$ cat src/rtl/wb_clint.sv
// Wishbone B4 core-local interruptor: 64-bit mtime/mtimecmp timer and msip software
// interrupt in a 32-byte window, one-cycle registered ack/err per access.
module wb_clint #(
    parameter logic [31:0] BASE_ADDR = 32'h0200_0000,
    parameter int          TICK_DIV  = 1
) (
    input  logic        clk,
    input  logic        rst_n,
    input  logic [31:0] wbs_addr_i,
    input  logic [31:0] wbs_dat_i,
    input  logic [3:0]  wbs_sel_i,
    input  logic        wbs_cyc_i,
    input  logic        wbs_stb_i,
    input  logic        wbs_we_i,
    input  logic [2:0]  wbs_cti_i,
    input  logic [1:0]  wbs_bte_i,
    output logic [31:0] wbs_dat_o,
    output logic        wbs_ack_o,
    output logic        wbs_err_o,
    output logic        timer_interrupt,
    output logic        software_interrupt
);

    localparam logic [4:0] OFF_MSIP   = 5'h00;
    localparam logic [4:0] OFF_CMP_LO = 5'h08;
    localparam logic [4:0] OFF_CMP_HI = 5'h0C;
    localparam logic [4:0] OFF_TIM_LO = 5'h10;
    localparam logic [4:0] OFF_TIM_HI = 5'h14;

    logic [63:0] mtime, mtime_next;
    logic [63:0] mtimecmp, mtimecmp_next;
    logic        msip_next;
    logic [31:0] prescaler, prescaler_next;
    logic        tick;
    logic        req, known, mapped, wr;
    logic [4:0]  offset;
    logic [31:0] rdata;

    // Every access is treated as a classic cycle, so the burst hints are dropped.
    logic unused_burst;
    assign unused_burst = &{1'b0, wbs_cti_i, wbs_bte_i};

    always_comb begin
        // NOTE: every combinational output gets a default first so no path leaves it
        // unassigned; otherwise synthesis infers a latch.
        req    = wbs_cyc_i & wbs_stb_i & ~wbs_ack_o & ~wbs_err_o;
        offset = wbs_addr_i[4:0];
        known  = 1'b0;
        rdata  = 32'h0;
        case (offset)
            OFF_MSIP:   begin known = 1'b1; rdata = {31'h0, software_interrupt}; end
            OFF_CMP_LO: begin known = 1'b1; rdata = mtimecmp[31:0];              end
            OFF_CMP_HI: begin known = 1'b1; rdata = mtimecmp[63:32];             end
            OFF_TIM_LO: begin known = 1'b1; rdata = mtime[31:0];                 end
            OFF_TIM_HI: begin known = 1'b1; rdata = mtime[63:32];                end
            default:    ;
        endcase
        mapped = known & (wbs_addr_i[31:5] == BASE_ADDR[31:5]);
        wr     = req & mapped & wbs_we_i;
    end

    always_comb begin
        tick           = (prescaler == 32'(TICK_DIV - 1));
        prescaler_next = tick ? 32'h0 : prescaler + 32'h1;
        mtime_next     = tick ? mtime + 64'h1 : mtime;
        mtimecmp_next  = mtimecmp;
        msip_next      = software_interrupt;
        // Bus lanes override the incremented value lane by lane; no carry from a
        // freshly written low half into the high half.
        if (wr) begin
            for (int i = 0; i < 4; i++) begin
                if (wbs_sel_i[i]) begin
                    case (offset)
                        OFF_CMP_LO: mtimecmp_next[8*i +: 8]      = wbs_dat_i[8*i +: 8];
                        OFF_CMP_HI: mtimecmp_next[32 + 8*i +: 8] = wbs_dat_i[8*i +: 8];
                        OFF_TIM_LO: mtime_next[8*i +: 8]         = wbs_dat_i[8*i +: 8];
                        OFF_TIM_HI: mtime_next[32 + 8*i +: 8]    = wbs_dat_i[8*i +: 8];
                        default:    ;
                    endcase
                end
            end
            if (offset == OFF_MSIP && wbs_sel_i[0]) begin
                msip_next = wbs_dat_i[0];
            end
        end
    end

    // NOTE: state registers use non-blocking assignments so every flop samples the
    // pre-edge values regardless of statement order.
    always_ff @(posedge clk or negedge rst_n) begin
        if (!rst_n) begin
            mtime              <= 64'h0;
            mtimecmp           <= '1;
            prescaler          <= 32'h0;
            software_interrupt <= 1'b0;
            timer_interrupt    <= 1'b0;
            wbs_ack_o          <= 1'b0;
            wbs_err_o          <= 1'b0;
            wbs_dat_o          <= 32'h0;
        end else begin
            mtime              <= mtime_next;
            mtimecmp           <= mtimecmp_next;
            prescaler          <= prescaler_next;
            software_interrupt <= msip_next;
            timer_interrupt    <= (mtime_next >= mtimecmp_next);
            wbs_ack_o          <= req & mapped;
            wbs_err_o          <= req & ~mapped;
            wbs_dat_o          <= (req & mapped & ~wbs_we_i) ? rdata : 32'h0;
        end
    end

endmodule

$ cat config.mk
export PLATFORM = sky130hd
export DESIGN_NAME = wb_clint
export DESIGN_NICKNAME = d
export VERILOG_FILES = /design/src/rtl/wb_clint.sv
export SDC_FILE = /design/constraint.sdc
export NUM_CORES = 1
export LEC_CHECK = 0
export ABC_CLOCK_PERIOD_IN_PS = 7700
export CORE_MARGIN = 2
export CORE_UTILIZATION = 45
export CTS_BUF_LIST = sky130_fd_sc_hd__clkbuf_4 sky130_fd_sc_hd__clkbuf_8
export CTS_CLUSTER_SIZE = 40
export DETAILED_ROUTE_END_ITERATION = 10
export DONT_BUFFER_PORTS = 1
export PLACE_DENSITY = 0.59
export SYNTH_ARGS = -nofsm -noshare
export SYNTH_HDL_FRONTEND = slang
export SYNTH_SLANG_ARGS = --single-unit
$ cat constraint.sdc
create_clock -name clk -period 7.7 [get_ports clk]
set_input_delay 0.385 -clock clk [delete_from_list [all_inputs] [get_ports clk]]
set_output_delay 0.385 -clock clk [all_outputs]
set_load 0.03 [all_outputs]
After elaboration in Yosys (flattened, before gate mapping):

Index checks and enable logic that the tools add are counted.

* add/sub/neg operators: 2
* $mul: 0
* divide/modulo/power cells: 0
* order comparisons: 1
* equality and inequality tests: 5
* shift operators: 0
* mux-type cells: 39
* bitwise gates (word level): 12
* reductions and logical operators: 5

Operators by type and width (count)
* $mux 8: 32
* $mux 64: 3
* $pmux 32 s5: 1
* $add 64x1->64 const B: 1
* $ge 64x64->1: 1
* $mux 32: 2
* $add 32x1->32 const B: 1
* $logic_not 32->1: 1
* $eq 27x21->1 const B: 1
* $eq 5x4->1 const B: 2
* $eq 5x5->1 const B: 2
* $and 1x1->1: 8
* $logic_not 5->1: 1
* $reduce_or 5->1: 1
* $not 1->1: 4
* $reduce_and 2->1: 1
* $logic_and 1x1->1: 1
* $mux 1: 1

* flip-flop bits (word level): 196
* latch bits: 0
* memory bits (writable): 0
* ROM bits: 0
* bits of input ports: 78
* output and inout bits: 36
* word-level logic and storage cells: 72
* memories kept: 0

Depth between registers and ports, before layout:

Gate-level depths: netlist of the first run.

* depth in word-level cells: 8
* mapped depth: 18
* mapped depth without buffers: 17

Least setup slack after synthesis of the first run:

No wires, ideal clock.

* path kind: reg2reg
* start point: reg wbs_ack_o
* end point: reg timer_interrupt
* library setup time: 0.129 ns
* data arrival time: 3.509 ns
* required time: 7.571 ns
* setup slack: 4.062 ns
* stages on the path, launching flop included: 17
* buffers on the path: 2
* period minus slack after synthesis: 3.638 ns
* cell sequence: dfrtp_1 nor2_1 and3_1 and3_1 and3b_1 clkbuf_1 nand2_1 buf_1 mux2_2 ha_1 nand2b_1 a211o_1 a21oi_1 o21ai_0 a211o_1 a31oi_1 o21ai_0

* word-level cells in the longest chain between the ends: 7
* elaborated cells on any way between the ends: 8
* classes of those cells: 1 x order compare; 2 x mux; 5 x bitwise

RTL lines
* start, declared: line 18 `output logic wbs_ack_o,`
* start signal, assigned: line 106 `wbs_ack_o <= req & mapped;`
* $not 1->1: line 46 `req = wbs_cyc_i & wbs_stb_i & ~wbs_ack_o & ~wbs_err_o;`
* $and 1x1->1 (2 in series): line 46
* $and 1x1->1 (2 in series): line 59 `wr = req & mapped & wbs_we_i;`
* $mux 64: line 70 `if (wr) begin`
* via mtimecmp_next[0]: line 31 `logic [63:0] mtimecmp, mtimecmp_next;`
* $ge 64x64->1: line 105 `timer_interrupt <= (mtime_next >= mtimecmp_next);`
* end signal, assigned: line 105
* end, declared: line 20 `output logic timer_interrupt,`

The timed path passes the listed nets, and every way through them passes these cells.
A chain may end at the register's enable or synchronous reset.

Worst setup path after layout of the first run:

* start point: reg prescaler[5]
* end point: reg timer_interrupt

* word-level cells in the longest chain between the ends: 6
* elaborated cells on any way between the ends: 20
* classes of those cells: 1 x order compare; 18 x mux; 1 x reduce/logical

RTL lines
* start, declared: line 33 `logic [31:0] prescaler, prescaler_next;`
* start signal, assigned: line 103 `prescaler <= prescaler_next;`
* $logic_not 32->1 *: line 63 `tick = (prescaler == 32'(TICK_DIV - 1));`
* $mux 64 *: line 65 `mtime_next = tick ? mtime + 64'h1 : mtime;`
* $mux 8: line 73 `case (offset)`
* $mux 8: line 72 `if (wbs_sel_i[i]) begin`
* $mux 64 *: line 70
* via mtime_next[19]: line 30 `logic [63:0] mtime, mtime_next;`
* $ge 64x64->1 *: line 105

The timed path passes the listed nets; every way through them passes the cells marked *.

==> impl.org, run 1 <==
** STA
- At the pin with the least slew margin, the transition time is 1.06 ns.
- RSZ-0062 raised after global routing :: no
- For this run, the top clock speed supported by timing is 210 MHz.
- # setup viols final :: 0
- Final Cycle Share :: 61.8%
- Final critical path time including I/O delays and setup :: 4.76 ns
- Total negative slack :: 0 ns
- Final hold analysis gives a worst-case slack of -0.0417 ns.
- Count of pins over their slew limit :: 0
- Hold violation total from the final report :: 17
- Largest clock skew in the final design :: 0.0174 ns
- Final worst setup slack :: 2.94 ns
- In this run the tightest slew margin relative to its limit is 28.7%.

** Global routing
- The first global-routing pass estimated 47.5 mm of wire.
- Global-route usage over all layers :: 22.9%
- Entering global routing, the biggest net connects 197 pins.
- The via count of the first global-routing pass was 8,419.
- Antenna violations before repair :: 0
- Global routing finished with a remaining overflow of 0.

** Synthesis
- In the synthesized netlist the async set-or-reset flop fraction comes to 100%.
- Post-synthesis net count :: 1,242
- The synthesized netlist contains 50 unique library cells.
- Synthesis handed over a netlist of 1,097 instances.
- Among all flip-flop cells after synthesis, the most frequent one is sky130_fd_sc_hd__dfrtp_1.
- Share of the yosys chip area belonging to registers :: 43.3%
- Averaged over all synthesized cells, the footprint is 10.5 µm².
- Yosys mapped a number of flops with a built-in enable equal to 0.
- Post-synthesis register bit count :: 196
- For this run, the number of Yosys warnings is 0.
- Area of the mapped netlist :: 0.0115 mm²

** Worst setup path
- Buffer and inverter count on the worst path :: 1
- Critical Path Start :: prescaler[5]
- Of all nets on the critical path, the largest fanout is 8.
- Worst path slowest cell :: sky130_fd_sc_hd__nor4_1
- The startpoint identified for the worst register-to-register timing path is prescaler[5].
- For the worst setup path, the data required time is 8.05 ns.
- Broken down by cell family, the worst path's largest delay share belongs to simple AND/OR/NAND/NOR gates.
- The most numerous cell type found on the critical path is sky130_fd_sc_hd__o21ai_0.
- Critical Setup Path Class :: reg -> reg
- Type of element capturing the critical path :: flip-flop
- CP Data Arrival Time :: 5.11 ns
- Cell-by-cell listing of the critical path :: nor4_1 > and4_1 > nand4_4 > nor3_2 > buf_4 > nand3_1 > xor2_1 > o21ai_0 > ha_1 > a21oi_1 > o21ai_0 > a221oi_1 > o22ai_1 > a211o_1 > a31oi_1 > o21ai_0
- STA classifies the critical path startpoint as a flip-flop.
- In this design, the stage delay of the slowest critical-path cell is 0.54 ns.

** Route
- Number of detailed-route iterations in the first pass :: 6
- Across all layers, the routed design uses 8,321 vias.
- Dividing the detail-routed via count by the number of cells gives 5.84.
- In this run, the number of DRC markers left after iteration 0 of detailed routing was 750.
- Mean routed wirelength per cell :: 20.9 µm
- For this run, design rule violations remaining after detail routing come to 0.
- Summed over all layers, the routed wires come to 29.8 mm.
- The detail route stage leaves a number of antenna-violating nets equal to 0.

** Power
- Share of total power in the clock network :: 40.1%
- Worst supply voltage drop on vdd :: 0.0914 mV
- The design draws 1.79 mW.
- Net switching is 24.7% of the power.
- Combinational cell fraction of total power :: 2.2%
- Static leakage power :: 5.30 nW
- Cell internal pwr :: 1.35 mW
- Cell area power density :: 146 mW/mm²
- The analysis attributes to net switching a power of 442 µW.
- The share of total power dissipated in sequential elements is 57.7%.

** Run status
- Run status :: finished, violations left
- The final reports fail on negative hold slack.

** CTS
- CTS saw 196 sinks.
- The clock passes through at most 2 buffers.
- The clock tree synthesis step divided the H-tree into 4 levels.
- Root buf cell :: sky130_fd_sc_hd__clkbuf_8
- Buffers inserted during clock tree synthesis total 17.
- Source-to-sink clock delay at the later pin of the worst-skew pair :: 0.49 ns
- Clock slew at reported path FFs :: 0.10 ns
- CTS tree :: done

** Place
- Count of input and output buffers :: 0
- HPWL after detailed placement :: 20.7 mm
- Pre-CTS setup slack :: 2.62 ns
- GP Congestion :: 0.827

** Floorplan
- IO Pins :: 114
- The die is 164 µm tall.
- From left edge to right edge, the die measures 164 µm.
- The die covers 0.0269 mm².
- After floorplanning, the core was divided into 58 placement rows.
- The core region is 0.0252 mm².
- For this configuration, the core starts out at a cell density of 45.7%.

** Finish
- Antenna diode count :: 0
- The area growth from synthesis to layout is 6.58%.
- Most common cell after layout, fill and taps aside :: sky130_fd_sc_hd__dfrtp_1
- Cells with a size suffix above 1 make up 19.6% of the layout.
- Commonest cells after routing, fill and taps aside :: 132 x sky130_fd_sc_hd__dfrtp_1, 116 x sky130_fd_sc_hd__nor2_1, 102 x sky130_fd_sc_hd__mux2_2
- The final layout contains 1,228 nets.

** Job
- Across the run, the number of max-cap violations was 0.

** Hold path
- Hold Path Class :: in -> async
==> power groups by stage <==
stage / clock [mW] / combinational [mW] / sequential [mW]
after floorplan: 0 / 0.0162 / 1.05
after detailed placement: 0 / 0.0175 / 1.05
after global routing: 0.772 / 0.0442 / 1.03
after global placement: 0 / 0.0176 / 1.05
after CTS: 0.735 / 0.0407 / 1.03
final: 0.718 / 0.0390 / 1.03
==> worst paths after layout <==
check	to	slack, ns	cells past startpoint
setup / recovery	timer_interrupt	2.94	16
hold / removal	wbs_dat_o[18]	-0.04	1
setup reg to reg	timer_interrupt	2.94	16
hold reg to reg	prescaler[23]	0.50	1
max in group asynchronous	wbs_dat_o[1]	6.99	1
min in group clk	mtimecmp[5]	0.03	1
==> registers in the layout, summed over array words and instances (netlist names) <==
name                cells
timer_interrupt         1
wbs_ack_o               1
wbs_err_o               1
wbs_dat_o              32
prescaler              32
mtime                  64
mtimecmp               64
software_interrupt      1
==> kinds of logic (layout without fill, tap and decap cells) <==
kind of cell    Yosys count  count (layout)  synth area share [%]
xor+xnor                 93              93                  7.08
mux                     167             167                  15.6
buf+inv                  51              50                  1.77
fa+ha+maj                67              67                  7.28
flops                   196             196                  43.3
simple gates            383             383                  17.1
compound gates          140             140                  7.86
==> cells in the mapped netlist (2+ instances only) <==
library cell	instances	area [µm²]
sky130_fd_sc_hd__o21a_1	2	15.0
sky130_fd_sc_hd__and2_1	9	56.3
sky130_fd_sc_hd__nor4_1	16	100
sky130_fd_sc_hd__a211o_1	3	26.3
sky130_fd_sc_hd__or4_4	2	22.5
sky130_fd_sc_hd__buf_2	10	50.1
sky130_fd_sc_hd__nand2b_1	2	12.5
sky130_fd_sc_hd__a222oi_1	31	310
sky130_fd_sc_hd__nor4_4	2	42.5
sky130_fd_sc_hd__clkbuf_1	30	113
sky130_fd_sc_hd__ha_1	67	838
sky130_fd_sc_hd__and3_1	33	206
sky130_fd_sc_hd__dfstp_2	64	1680
sky130_fd_sc_hd__a21o_1	3	22.5
sky130_fd_sc_hd__nand3_1	63	315
sky130_fd_sc_hd__mux2i_1	64	641
sky130_fd_sc_hd__nand2_1	73	274
sky130_fd_sc_hd__nor2b_1	3	18.8
sky130_fd_sc_hd__o21ai_0	19	95.1
sky130_fd_sc_hd__nor3_1	10	50.1
sky130_fd_sc_hd__inv_1	10	37.5
sky130_fd_sc_hd__nor3_2	2	20.0
sky130_fd_sc_hd__a211oi_1	3	22.5
sky130_fd_sc_hd__mux2_2	102	1150
sky130_fd_sc_hd__dfrtp_1	132	3300
sky130_fd_sc_hd__nor4b_1	2	17.5
sky130_fd_sc_hd__o21ai_1	8	40.0
sky130_fd_sc_hd__nor2_1	116	435
sky130_fd_sc_hd__a21oi_1	64	320
sky130_fd_sc_hd__xnor2_1	52	455
sky130_fd_sc_hd__and4_1	14	123
sky130_fd_sc_hd__xor2_1	41	359
sky130_fd_sc_hd__nand4_1	28	175
==> routing by layer <==
metal  vias to the layer above  track usage [%]  routed length [µm]
met4                         0             7.70                 687
met1                      4065             31.4               13600
li1                       3999                -                   -
met2                       219             36.2               13800
met5                         -                0                   0
met3                        38             4.47                1700
==> metrics by stage <==
stage               util [%]  instances  area (µm²)
detailed placement      46.9       1392       11800
finish                  48.7       1426       12300
global route            48.7       1426       12300
floorplan                  -       1097       11500
CTS                     48.7       1426       12300
global placement        46.9       1392       11800
==> final cells by class <==
class	instances	area, µm²
clock buffer	18	241
clock inverter	14	169
fill	2334	12900
inverter	10	37.5
multi-input combinational	850	6340
sequential	196	4980
tap	330	413
timing repair buffer	8	82.6
==> timing repair <==
| action | in CTS | in global routing |
|---|---|---|
| resized for setup | 0 | 0 |
| hold buffers | 2 | 0 |
| hold endpoints to repair | 197 | 0 |
| buffers inserted | 0 | 0 |
No activity file was read; power rests on OpenSTA's default activity.
==> inputs of run 2 (changes only) <==
- ABC_AREA: unset -> 1
- ABC_CLOCK_PERIOD_IN_PS: 7700 -> 5000
- clock period: 7.7 -> 5 ns (I/O delays scaled with it)
==> impl.org, run 2 <==
** Floorplan
- The x dimension of the die was 186 µm (was 164 µm).
- The floorplan row count is 66 (was 58).
- Die footprint :: 0.0347 mm² (was 0.0269 mm²)
- Core area :: 0.0326 mm² (was 0.0252 mm²)
- The number of top-level design ports came to 114 (unchanged).
- Starting Density :: 45.8% (was 45.7%)
- The height of the chip was 186 µm (was 164 µm).

** Worst setup path
- Required time reported for the critical path endpoint :: 5.46 ns (was 8.05 ns)
- The cell with the biggest individual delay on the critical path is sky130_fd_sc_hd__dfrtp_1 (was sky130_fd_sc_hd__nor4_1).
- Startpoint class of the critical path :: flip-flop (unchanged)
- Critical Path Start :: wbs_err_o (was prescaler[5])
- Endpoint of the most critical setup path :: timer_interrupt (unchanged)
- Cell-by-cell listing of the critical path :: nor2_1 > and3_1 > inv_1 > nor2_4 > nand3_1 > nand3_1 > nand2_1 > ha_1 > nand2_1 > nor3_1 > nand2_1 > nor3b_1 > nand4_1 > nand3_1 (was nor4_1 > and4_1 > nand4_4 > nor3_2 > buf_4 > nand3_1 > xor2_1 > o21ai_0 > ha_1 > a21oi_1 > o21ai_0 > a221oi_1 > o22ai_1 > a211o_1 > a31oi_1 > o21ai_0)
- Crit-path leading delay family :: simple AND/OR/NAND/NOR gates (unchanged)
- Buffer and inverter count on the worst path :: 1 (unchanged)
- Highest net fanout along the worst path :: 10 (was 8)
- The delay of the slowest cell on the worst path came to 0.52 ns (was 0.54 ns).
- Total number of cells along the worst setup path :: 14 (was 16)
- The worst reg-to-reg setup slack came to 1.17 ns (was 2.94 ns).
- The critical path arrival was 4.29 ns (was 5.11 ns).
- The startpoint of the lowest-slack register-to-register path was wbs_err_o (was prescaler[5]).
- Path depth of the worst reg2reg path :: 14 (was 16)
- Capture instance of the worst register-to-register path :: timer_interrupt (unchanged)
- The endpoint type of the worst setup path is a flip-flop (unchanged).
- Critical Setup Path Class :: reg -> reg (unchanged)

** Route
- The number of search-and-repair iterations in the first detailed-routing pass is 6 (unchanged).
- The starting DRC count in detailed routing is 1,290 (was 750).
- Residual antenna-violating net count after detailed routing :: 0 (unchanged)
- Mean routed wirelength per cell :: 18.2 µm (was 20.9 µm)
- The average via count per standard cell was 5.36 (was 5.84).
- The total length of routed wires is 49.7 mm (was 29.8 mm).
- Via total after detailed routing :: 14,600 (was 8,321)
- The detailed-route DRC error count came to 0 (unchanged).

** Finish
- Commonest cells after routing, fill and taps aside :: 788 x sky130_fd_sc_hd__nand2_1, 284 x sky130_fd_sc_hd__inv_1, 247 x sky130_fd_sc_hd__nor2_1 (was 132 x sky130_fd_sc_hd__dfrtp_1, 116 x sky130_fd_sc_hd__nor2_1, 102 x sky130_fd_sc_hd__mux2_2)
- Largest registers: mtime (64), mtimecmp (64) (unchanged).
- Fill count :: 3,349 (was 2,334)
- Most common cell after layout, fill and taps aside :: sky130_fd_sc_hd__nand2_1 (was sky130_fd_sc_hd__dfrtp_1)
- The diode insertion count for antenna repair was 0 (unchanged).
- Final design area excluding fillers :: 0.0161 mm² (was 0.0123 mm²)
- The area added between synthesis and finish is 7.85% (was 6.58%).
- NumNets Final :: 2,421 (was 1,228)
- Share of post-route cells with drive strength above 1 :: 8.61% (was 19.6%)

** Synthesis
- Ranking of synthesized cells by area: sky130_fd_sc_hd__dfrtp_1 22%, sky130_fd_sc_hd__nand2_1 20%, sky130_fd_sc_hd__dfstp_2 11% (was sky130_fd_sc_hd__dfrtp_1 29%, sky130_fd_sc_hd__dfstp_2 15%, sky130_fd_sc_hd__mux2_2 10%).
- The number of synthesized register bits was 196 (unchanged).
- EDFF count, synth :: 0 (unchanged)
- Share of the synthesized area in the top cell type :: 22.1% (was 28.7%)
- Commonest cells in the synthesized netlist :: 788 x sky130_fd_sc_hd__nand2_1, 284 x sky130_fd_sc_hd__inv_1, 248 x sky130_fd_sc_hd__nor2_1 (was 132 x sky130_fd_sc_hd__dfrtp_1, 116 x sky130_fd_sc_hd__nor2_1, 102 x sky130_fd_sc_hd__mux2_2)
- The async set-or-reset flop fraction in the synthesized netlist was 100% (unchanged).
- The portion of the post-synthesis area used by sequential elements was 33.4% (was 43.3%).
- The top cell type by total area after synthesis is sky130_fd_sc_hd__dfrtp_1 (unchanged).
- Area of the mapped netlist :: 0.0149 mm² (was 0.0115 mm²)
- Mean post-synth cell area :: 6.55 µm² (was 10.5 µm²)
- Warnings from Yosys :: 0 (unchanged)
- The leading cell type by number of instances after synthesis is sky130_fd_sc_hd__nand2_1 (was sky130_fd_sc_hd__dfrtp_1).
- The flip-flop cell with the highest count after synthesis was sky130_fd_sc_hd__dfrtp_1 (unchanged).
- The count of distinct cell types in the synthesized netlist is 43 (was 50).
- The total nets after synthesis came to 2,424 (was 1,242).
- Cell count after synthesis :: 2,279 (was 1,097)

** STA
- The post-route setup TNS was 0 ns (unchanged).
- The post-route clock period utilization came to 76.5% (was 61.8%).
- The hold violation total from the final report came to 0 (was 17).
- RSZ-0062 raised after global routing: no (unchanged).
- Final critical path time including I/O delays and setup :: 3.83 ns (was 4.76 ns)
- Largest clock skew in the final design :: 0.0150 ns (was 0.0174 ns)
- The maximum clock rate is 261 MHz (was 210 MHz).
- Pin slew with the least headroom to its limit :: 1.15 ns (was 1.06 ns)
- The relative max-transition margin came to 23.0% (was 28.7%).
- Count of pins over their slew limit :: 0 (unchanged)
- The total setup violations reported at the end of the flow came to 0 (unchanged).

** Global routing
- The via count of the first global-routing pass was 14,100 (was 8,419).
- Pin count of the biggest net entering global routing :: 197 (unchanged)
- Wire length of the first global-routing pass :: 78.2 mm (was 47.5 mm)
- Global-route congestion overflow total :: 0 (unchanged)
- The combined global-route utilization of all metal layers came to 29.8% (was 22.9%).
- The number of antenna violations at the first check in global routing is 4 (was 0).

** CTS
- Total clock buffers created by CTS :: 17 (unchanged)
- Post-CTS Setup Repair Bufs :: 0 (unchanged)
- The clock-pin slew on the worst setup and hold paths is 0.10 ns (about the same).
- The clock latency of the later-clocked register in the worst-skew pair was 0.53 ns (was 0.49 ns).
- The total clock sinks is 196 (unchanged).
- Root buf cell :: sky130_fd_sc_hd__clkbuf_8 (unchanged)
- The maximum count of clock buffers along a single path came to 2 (unchanged).
- The number of gates resized after cts was 0 (unchanged).
- CTS HTree Levels :: 4 (unchanged)
- The TritonCTS clock tree is done (unchanged).
- The total of hold buffers inserted after clock tree synthesis came to 40 (was 2).

** Run status
- Run status :: complete, no violations (was finished, violations left)

** Job
- The max-capacitance violation count was 0 (unchanged).

** Place
- The final weighted congestion of routability-driven global placement was 1.02 (was 0.827).
- The HPWL after detailed placement was 37.4 mm (was 20.7 mm).
- The standard cell area after detailed placement is 0.0153 mm² (was 0.0118 mm²).
- Count of input and output buffers :: 0 (unchanged)

** Power
- The leakage power is 7.59 nW (was 5.30 nW).
- The ratio of total power to cell area is 176 mW/mm² (was 146 mW/mm²).
- The worst-case vdd ir drop came to 0.171 mV (was 0.0914 mV).

** Hold path
- The worst hold path class is in -> reg (was in -> async).
[run 2: changes by cell type in the layout (fill, tap and decap cells not counted), moves of 32 or more]
cell | previous run | this run
sky130_fd_sc_hd__a21oi_1 | 64 | 118
sky130_fd_sc_hd__and3_1 | 33 | 1
sky130_fd_sc_hd__dlygate4sd3_1 | 1 | 38
sky130_fd_sc_hd__inv_1 | 10 | 284
sky130_fd_sc_hd__mux2_2 | 102 | 0
sky130_fd_sc_hd__mux2i_1 | 64 | 0
sky130_fd_sc_hd__nand2_1 | 73 | 788
sky130_fd_sc_hd__nor2_1 | 116 | 247
sky130_fd_sc_hd__o211ai_1 | 1 | 44
sky130_fd_sc_hd__o21ai_0 | 19 | 83
sky130_fd_sc_hd__o21ai_1 | 8 | 49
sky130_fd_sc_hd__xnor2_1 | 52 | 12
[run 2: stage by stage]
stage	std cells	utilization, %	setup slack (ns)	hold slack, ns	total power [mW]
2_1_floorplan	2279	-	2.22	-0.0456	1.68
3_3_place_gp	2659	46.8	1.19	-0.0380	1.68
3_5_place_dp	2659	46.8	1.12	-0.0371	1.68
4_1_cts	2731	49.4	1.15	0.00122	2.87
5_1_grt	2731	49.4	0.733	0.0374	2.94
6_report	2731	49.4	1.17	0.0428	2.83
[run 2: worst register-to-register path, delay by kind of cell (launching register included)]
| kind | cells | cell delay [ns] |
|---|---|---|
| simple gates | 12 | 2.80 |
| flops | 1 | 0.52 |
| buf+inv | 1 | 0.13 |
| fa+ha+maj | 1 | 0.31 |
[run 2: worst min path at each step]
stage	from	endpoint	depth (start not counted)
2_1_floorplan	rst_n	mtime[0]	0
3_3_place_gp	rst_n	prescaler[15]	0
3_5_place_dp	rst_n	prescaler[11]	0
4_1_cts	wbs_dat_i[6]	mtimecmp[38]	4
5_1_grt	wbs_dat_i[2]	mtimecmp[34]	4
6_report	wbs_dat_i[29]	mtimecmp[29]	4
[run 2: layout make-up]
type                            count  area (µm²)  share of cell area, %
Timing Repair Buffer               53         563                   3.50
Inverter                          309        1160                   7.20
Multi-Input combinational cell   1699        8440                   52.4
Tap cell                          442         553                   3.43
Sequential cell                   196        4980                   31.0
Clock inverter                     11         129                  0.800
Clock buffer                       21         270                   1.68
[run 2: cells by family after synthesis]
group	synth area share, %
simple gates	35.5
buf+inv	10.3
xor+xnor	3.11
flops	33.4
fa+ha+maj	5.62
compound gates	12.1
[run 2: report_power, final]
group	leakage, nW	internal (mW)	switching, mW	total (mW)
Combinational	5.02	0.0412	0.103	0.144
Sequential	2.37	1.59	0.00132	1.59
Clock	0.201	0.478	0.621	1.10
Total	7.59	2.11	0.725	2.83
[run 2: metal layers]
metal / up-vias / GRT usage (%) / wire length, µm
met5: - / 0 / 20
met4: 4 / 9.67 / 1280
met3: 80 / 5.53 / 3550
met2: 501 / 46.7 / 21900
met1: 6806 / 41.6 / 23000
li1: 7242 / - / -
